==> src/rtl/wb_port_arbiter_pkg.sv <==
// Shared widths, lane geometry and state encodings for the register-file write-port arbiter.
// Also provides the vector lane extraction helper.
package wb_port_arbiter_pkg;

    localparam int REG_WIDTH  = 16;
    localparam int VREG_WIDTH = 64;
    localparam int LANES      = VREG_WIDTH / REG_WIDTH;
    localparam int IDX_WIDTH  = 6;
    localparam int SQ_DEPTH   = 2;
    localparam int LANE_W     = $clog2(LANES);

    localparam logic [LANE_W-1:0] LANE_LAST = LANE_W'(LANES - 1);

    typedef enum logic {
        WB_IDLE   = 1'b0,
        WB_VBURST = 1'b1
    } wb_state_e;

    typedef enum logic {
        GR_SCALAR = 1'b0,
        GR_VECTOR = 1'b1
    } wb_grant_e;

    typedef struct packed {
        logic [IDX_WIDTH-1:0] idx;
        logic [REG_WIDTH-1:0] dat;
    } sq_entry_t;

    function automatic logic [REG_WIDTH-1:0] lane_slice(input logic [VREG_WIDTH-1:0] v,
                                                        input logic [LANE_W-1:0]     lane);
        return v[lane*REG_WIDTH +: REG_WIDTH];
    endfunction

endpackage

==> src/rtl/wb_scalar_fifo.sv <==
// Small power-of-two FIFO buffering scalar writeback entries; head is visible combinationally.
// Latency: push to head visible after one edge; backpressure: push ignored when full, pop ignored when empty.
module wb_scalar_fifo #(
    parameter int DEPTH = 2,
    parameter int WIDTH = 22
) (
    input  logic             i_clk,
    input  logic             i_rst_n,
    input  logic             i_push,
    input  logic [WIDTH-1:0] i_push_dat,
    input  logic             i_pop,
    output logic [WIDTH-1:0] o_head_dat,
    output logic             o_full,
    output logic             o_empty
);

    localparam int AW = (DEPTH > 1) ? $clog2(DEPTH) : 1;

    logic [WIDTH-1:0] r_mem [DEPTH];
    logic [AW:0]      r_wr_ptr;
    logic [AW:0]      r_rd_ptr;
    logic             w_do_push;
    logic             w_do_pop;

    // The extra pointer MSB separates full (MSBs differ) from empty (pointers equal).
    assign o_empty    = (r_wr_ptr == r_rd_ptr);
    assign o_full     = (r_wr_ptr[AW] != r_rd_ptr[AW]) && (r_wr_ptr[AW-1:0] == r_rd_ptr[AW-1:0]);
    assign o_head_dat = r_mem[r_rd_ptr[AW-1:0]];
    assign w_do_push  = i_push && !o_full;
    assign w_do_pop   = i_pop && !o_empty;

    always_ff @(posedge i_clk or negedge i_rst_n) begin
        if (!i_rst_n) begin
            r_wr_ptr <= '0;
            r_rd_ptr <= '0;
        end else begin
            if (w_do_push) r_wr_ptr <= r_wr_ptr + 1'b1;
            if (w_do_pop)  r_rd_ptr <= r_rd_ptr + 1'b1;
        end
    end

    always_ff @(posedge i_clk) begin
        if (w_do_push) r_mem[r_wr_ptr[AW-1:0]] <= i_push_dat;
    end

endmodule

==> src/rtl/wb_port_arbiter.sv <==
// Round-robin sharing of the 16-bit register-file write port between scalar FIFO and serialized vector lanes.
// Latency: accept to write visible two edges later; backpressure: readies depend on state only, I_LOCK=0 freezes all.
module wb_port_arbiter
    import wb_port_arbiter_pkg::*;
(
    input  logic                  I_CLOCK,
    input  logic                  I_RESET_N,
    input  logic                  I_LOCK,
    input  logic                  I_SValid,
    output logic                  O_SReady,
    input  logic [IDX_WIDTH-1:0]  I_SRegIdx,
    input  logic [REG_WIDTH-1:0]  I_SData,
    input  logic                  I_VValid,
    output logic                  O_VReady,
    input  logic [IDX_WIDTH-1:0]  I_VRegIdx,
    input  logic [VREG_WIDTH-1:0] I_VData,
    output logic                  O_WrEnable,
    output logic                  O_WrVector,
    output logic [LANE_W-1:0]     O_WrLane,
    output logic [IDX_WIDTH-1:0]  O_WrRegIdx,
    output logic [REG_WIDTH-1:0]  O_WrData,
    output logic                  O_Busy
);

    logic                  w_fifo_full;
    logic                  w_fifo_empty;
    logic                  w_push;
    logic                  w_pop;
    logic                  w_v_acc;
    sq_entry_t             w_push_dat;
    sq_entry_t             w_head;

    logic                  r_vhold_full;
    logic [IDX_WIDTH-1:0]  r_vhold_idx;
    logic [VREG_WIDTH-1:0] r_vhold_dat;

    wb_state_e             r_state;
    wb_state_e             w_state_nxt;
    wb_grant_e             r_last_grant;
    logic [LANE_W-1:0]     r_lane;

    logic                  w_grant_s;
    logic                  w_grant_v;
    logic                  w_burst_step;
    logic                  w_burst_last;

    logic                  w_nxt_en;
    logic                  w_nxt_vec;
    logic [LANE_W-1:0]     w_nxt_lane;
    logic [IDX_WIDTH-1:0]  w_nxt_idx;
    logic [REG_WIDTH-1:0]  w_nxt_dat;

    assign O_SReady   = I_RESET_N & I_LOCK & ~w_fifo_full;
    assign O_VReady   = I_RESET_N & I_LOCK & ~r_vhold_full;
    assign w_push     = I_SValid & O_SReady;
    assign w_v_acc    = I_VValid & O_VReady;
    assign w_push_dat = '{idx: I_SRegIdx, dat: I_SData};
    assign w_pop      = w_grant_s;

    wb_scalar_fifo #(
        .DEPTH (SQ_DEPTH),
        .WIDTH ($bits(sq_entry_t))
    ) u_sq (
        .i_clk      (I_CLOCK),
        .i_rst_n    (I_RESET_N),
        .i_push     (w_push),
        .i_push_dat (w_push_dat),
        .i_pop      (w_pop),
        .o_head_dat (w_head),
        .o_full     (w_fifo_full),
        .o_empty    (w_fifo_empty)
    );

    always_ff @(posedge I_CLOCK or negedge I_RESET_N) begin
        if (!I_RESET_N) r_state <= WB_IDLE;
        else            r_state <= w_state_nxt;
    end

    // On a tie the path that did not win last time is granted.
    always_comb begin
        w_grant_s    = 1'b0;
        w_grant_v    = 1'b0;
        w_burst_step = I_LOCK && (r_state == WB_VBURST);
        w_burst_last = w_burst_step && (r_lane == LANE_LAST);
        if (I_LOCK && (r_state == WB_IDLE)) begin
            if (!w_fifo_empty && r_vhold_full) begin
                if (r_last_grant == GR_VECTOR) w_grant_s = 1'b1;
                else                           w_grant_v = 1'b1;
            end else if (!w_fifo_empty) begin
                w_grant_s = 1'b1;
            end else if (r_vhold_full) begin
                w_grant_v = 1'b1;
            end
        end
        w_state_nxt = r_state;
        case (r_state)
            WB_IDLE:   if (w_grant_v)    w_state_nxt = WB_VBURST;
            WB_VBURST: if (w_burst_last) w_state_nxt = WB_IDLE;
            default:                     w_state_nxt = WB_IDLE;
        endcase
    end

    always_comb begin
        w_nxt_en   = 1'b0;
        w_nxt_vec  = 1'b0;
        w_nxt_lane = '0;
        w_nxt_idx  = '0;
        w_nxt_dat  = '0;
        if (w_grant_s) begin
            w_nxt_en  = 1'b1;
            w_nxt_idx = w_head.idx;
            w_nxt_dat = w_head.dat;
        end else if (w_grant_v) begin
            w_nxt_en  = 1'b1;
            w_nxt_vec = 1'b1;
            w_nxt_idx = r_vhold_idx;
            w_nxt_dat = lane_slice(r_vhold_dat, '0);
        end else if (w_burst_step) begin
            w_nxt_en   = 1'b1;
            w_nxt_vec  = 1'b1;
            w_nxt_lane = r_lane;
            w_nxt_idx  = r_vhold_idx;
            w_nxt_dat  = lane_slice(r_vhold_dat, r_lane);
        end
    end

    // Lane counter holds while I_LOCK is low so a paused burst resumes at the same lane.
    always_ff @(posedge I_CLOCK or negedge I_RESET_N) begin
        if (!I_RESET_N) begin
            r_lane       <= '0;
            r_last_grant <= GR_VECTOR;
            r_vhold_full <= 1'b0;
            r_vhold_idx  <= '0;
            r_vhold_dat  <= '0;
        end else begin
            if (w_grant_v)         r_lane <= LANE_W'(1);
            else if (w_burst_last) r_lane <= '0;
            else if (w_burst_step) r_lane <= r_lane + 1'b1;

            if (w_grant_s)      r_last_grant <= GR_SCALAR;
            else if (w_grant_v) r_last_grant <= GR_VECTOR;

            if (w_v_acc) begin
                r_vhold_full <= 1'b1;
                r_vhold_idx  <= I_VRegIdx;
                r_vhold_dat  <= I_VData;
            end else if (w_burst_last) begin
                r_vhold_full <= 1'b0;
            end
        end
    end

    always_ff @(posedge I_CLOCK or negedge I_RESET_N) begin
        if (!I_RESET_N) begin
            O_WrEnable <= 1'b0;
            O_WrVector <= 1'b0;
            O_WrLane   <= '0;
            O_WrRegIdx <= '0;
            O_WrData   <= '0;
        end else begin
            O_WrEnable <= w_nxt_en;
            O_WrVector <= w_nxt_vec;
            O_WrLane   <= w_nxt_lane;
            O_WrRegIdx <= w_nxt_idx;
            O_WrData   <= w_nxt_dat;
        end
    end

    assign O_Busy = ~w_fifo_empty | r_vhold_full | (r_state != WB_IDLE) | O_WrEnable;

endmodule

==> config.mk <==
export PLATFORM = sky130hd
export DESIGN_NAME = wb_port_arbiter
export DESIGN_NICKNAME = d
export VERILOG_FILES = /design/src/rtl/wb_port_arbiter_pkg.sv /design/src/rtl/wb_scalar_fifo.sv /design/src/rtl/wb_port_arbiter.sv
export SDC_FILE = /design/constraint.sdc
export NUM_CORES = 1
export LEC_CHECK = 0
export ABC_AREA = 1
export CAP_MARGIN = 20
export CORE_MARGIN = 8
export CORE_UTILIZATION = 40
export DETAILED_ROUTE_END_ITERATION = 6
export SYNTH_ARGS = -nofsm -noshare
export SYNTH_HDL_FRONTEND = slang
export SYNTH_SLANG_ARGS = --single-unit
export TNS_END_PERCENT = 1
==> constraint.sdc <==
create_clock -name I_CLOCK -period 3.1 [get_ports I_CLOCK]
set_clock_uncertainty 0.15 [all_clocks]
set_input_delay 0.465 -clock I_CLOCK [delete_from_list [all_inputs] [get_ports I_CLOCK]]
set_output_delay 0.465 -clock I_CLOCK [all_outputs]
set_load 0.05 [all_outputs]
==> out/qor.csv <==
stage,metric,value,unit
run_status,run status,finished clean,
timing,Worst slew margin,0.5223,
setup_path,CP max stage delay,0.36,ns
pwr,VDD IR max,0.4896,mV
logic_synthesis,"Cell Area, Synth",6467,sq um
drt,final wirelength,18410,microns
timing,TNS Setup,0,ns
clocking,H-tree depth,4,
final_layout,post-route design area,8486,sq um
global_routing,Total Routing Usage GR,0.1829,
place,Port Buffers,125,
floorplan,core area,15830,sq um
setup_path,startpoint types,register,
logic_synthesis,Yosys Warn Count,0,
drt,drt first pass iters,5,
setup_path,reg2reg start,r_lane[1],
floorplan,Initial Utilization,0.4086,
drt,post-route DRC violation count,0,
pwr,total power,8.144,mW
global_routing,number of global-route vias before repair,5207,
clocking,# Post-CTS Setup Buffers,0,
job,max-cap violation count,0,
setup_path,Worst Setup SP,u_sq.r_rd_ptr[0],
final_layout,Finished Layout Cells,1058,
place,Placed Cells,1026,
setup_path,CP endpoint kind,primary output,
timing,Slew @ Worst Pin,0.7165,ns
drt,WL per Instance,17.40,microns
logic_synthesis,asr flop ratio synth,0.7047,
final_layout,layout cells sized above 1,0.07245,
final_layout,Final Core Density,0.5361,
clocking,root buf cell,clkbuf_16,
drt,first-iteration detailed-routing DRC count,567,
place,hpwl dp,12490,microns
final_layout,antenna cells,0,
floorplan,Die ar.,20490,sq um
clocking,clock slew at reported path FFs,0.06,ns
timing,Final Slew Violations,0,
setup_path,Required @ worst endpoint,2.48,ns
logic_synthesis,Mapped Cells,719,
place,GP Congestion,0.8781,
clocking,hold_buf cts,0,
global_routing,first-pass GRT wire length,28820,microns
clocking,Clock Sink Count,149,
logic_synthesis,Avg Synthesized Cell Area,8.995,sq um
timing,RSZ-0062 raised after global routing,no,
timing,Finish-stage setup viols,0,
logic_synthesis,syn_nets,817,
logic_synthesis,"Seq/Total Area, Yosys",0.6108,
clocking,TritonCTS clock tree,done,
setup_path,Crit Path Max Fanout,25,
pwr,pwr dens,959.7,nW/um^2
timing,min Tclk post-route,2.522,ns
drt,Vias/cell,5.093,
logic_synthesis,library cells used by synthesis,25,
timing,Max Clk Rate,396.4,MHz
floorplan,Die Wd,143.2,microns
floorplan,std cell rows,46,
place,pre-CTS setup slack,0.7296,ns
drt,post-route ant nets,0,
logic_synthesis,"FF+latch count, synth",149,
final_layout,final net count,927,
global_routing,remaining global-route overflow,0,
clocking,CTS Buf Count,17,
clocking,Clock Latency Late Sink,0.42,ns
setup_path,"slowest stage cell, crit path",dfrtp_1,
setup_path,crit path cell chain,buf_4 -> inv_4 -> nand2_1 -> nand2_2 -> a21oi_1 -> buf_12,
setup_path,Crit path arrival time,1.91,ns
logic_synthesis,ys flop type,dfrtp_1,
timing,Hold WS,0.05952,ns
hold_path,hold crit path type,input pin to async pin,
logic_synthesis,number of flops mapped to enable cells by yosys,44,
global_routing,largest net degree at the start of global routing,72,
floorplan,Top-Level Pins,126,
pwr,Static Leak,3.901,nW
global_routing,antenna violations before repair,0,
clocking,Max Buffers Root-to-Sink,2,
drt,routed vias,5388,
timing,Final Worst Setup Slack,0.5775,ns
place,dpl cell area,7879,sq um
setup_path,kind of critical path,register to primary output,
clocking,PostCTS Resize Cnt,0,
floorplan,DIE HEIGHT,143.2,microns
final_layout,Layout Area Growth over Synthesis,31.21,%
timing,post-route clock period utilization,0.8137,
timing,"Hold Violations, Final",0,
## where the power goes
group	leakage, nW	total (mW)	switching, mW	internal, mW
Sequential	1.72	3.13	0.446	2.69
Combinational	1.89	2.91	1.94	0.967
Clock	0.289	2.10	0.833	1.27
Total	3.90	8.14	3.22	4.92
## routing by layer
metal / wire length, microns / vias up / part of all wire / global-route usage
li1: - / 2597 / - / -
met1: 8994 / 2558 / 0.49 / 0.2686
met2: 7910 / 218 / 0.43 / 0.2571
met3: 1286 / 15 / 0.070 / 0.04674
met5: 0 / - / 0 / 0
met4: 220 / 0 / 0.012 / 0.05481
## synth_stat cells, types with 3 or more instances
cell type | n | area share
nand2_1 | 296 | 0.17
nand3_1 | 188 | 0.15
dfrtp_1 | 104 | 0.40
edfxtp_1 | 44 | 0.20
buf_2 | 31 | 0.024
clkbuf_1 | 11 | 0.0064
inv_1 | 11 | 0.0064
nor2_1 | 6 | 0.0035
buf_6 | 3 | 0.0052
nand2_2 | 3 | 0.0029
nand4_1 | 3 | 0.0029
## state kept, by name, indices dropped and copies added (netlist names)
signal / count
u_sq.r_rd_ptr: 2
r_lane: 2
r_state: 1
O_WrLane: 2
O_WrVector: 1
u_sq.r_mem: 44
O_WrRegIdx: 6
u_sq.r_wr_ptr: 2
r_vhold_full: 1
O_WrData: 16
r_vhold_idx: 6
r_vhold_dat: 64
O_WrEnable: 1
r_last_grant: 1
## final cells by class
cell class	count	area, sq um
clock buffer	17	425.4
clock inverter	15	181.4
fill	1419	7342
inverter	13	51.30
multi-input combinational	510	2223
sequential	149	3950
tap	216	270.3
timing repair buffer	138	1384
## kinds of logic after synthesis
group                    count (synthesis)  synth area share
buffers and inverters                   60           0.04585
flip-flops                             149            0.6108
XOR/XNOR                                 2          0.002709
AND/OR/NAND/NOR                        502            0.3345
AO/OA/AOI/OAI                            5          0.004255
adder cells (fa/ha/maj)                  1          0.001934
## worst max-delay path: cells and delay by family (launching register included)
| family | cells | cell delay (ns) |
|---|---|---|
| buffers and inverters | 3 | 0.63 |
| AND/OR/NAND/NOR | 2 | 0.20 |
| flip-flops | 1 | 0.36 |
| AO/OA/AOI/OAI | 1 | 0.28 |
## path summary, 6_finish.rpt
check	end	slack, ns	cells past startpoint
worst max-delay path	O_SReady	0.58	6
worst min-delay path	O_WrLane[1]	0.06	2
worst max register to register	O_WrData[10]	0.88	4
worst min register to register	r_vhold_dat[34]	0.33	2
max in group asynchronous	r_vhold_dat[19]	1.59	3
min in group I_CLOCK	r_vhold_dat[34]	0.33	2
## cell usage in the layout (no fill, tap or decap), types with 2 or more instances in the layout
| master | instances |
|---|---|
| nand3_1 | 188 |
| buf_12 | 4 |
| xor2_1 | 2 |
| nand2_4 | 2 |
| nand2_2 | 3 |
| clkbuf_16 | 17 |
| clkinv_2 | 2 |
| clkinv_4 | 6 |
| clkinvlp_4 | 2 |
| nor2_2 | 3 |
| nand4_1 | 3 |
| nor2_1 | 5 |
| edfxtp_1 | 44 |
| buf_4 | 13 |
| o21ai_0 | 2 |
| nand2_1 | 296 |
| clkdlybuf4s50_1 | 120 |
| inv_1 | 11 |
| dfrtp_1 | 104 |
| bufinv_16 | 3 |
(Power assumes the default switching activity.)
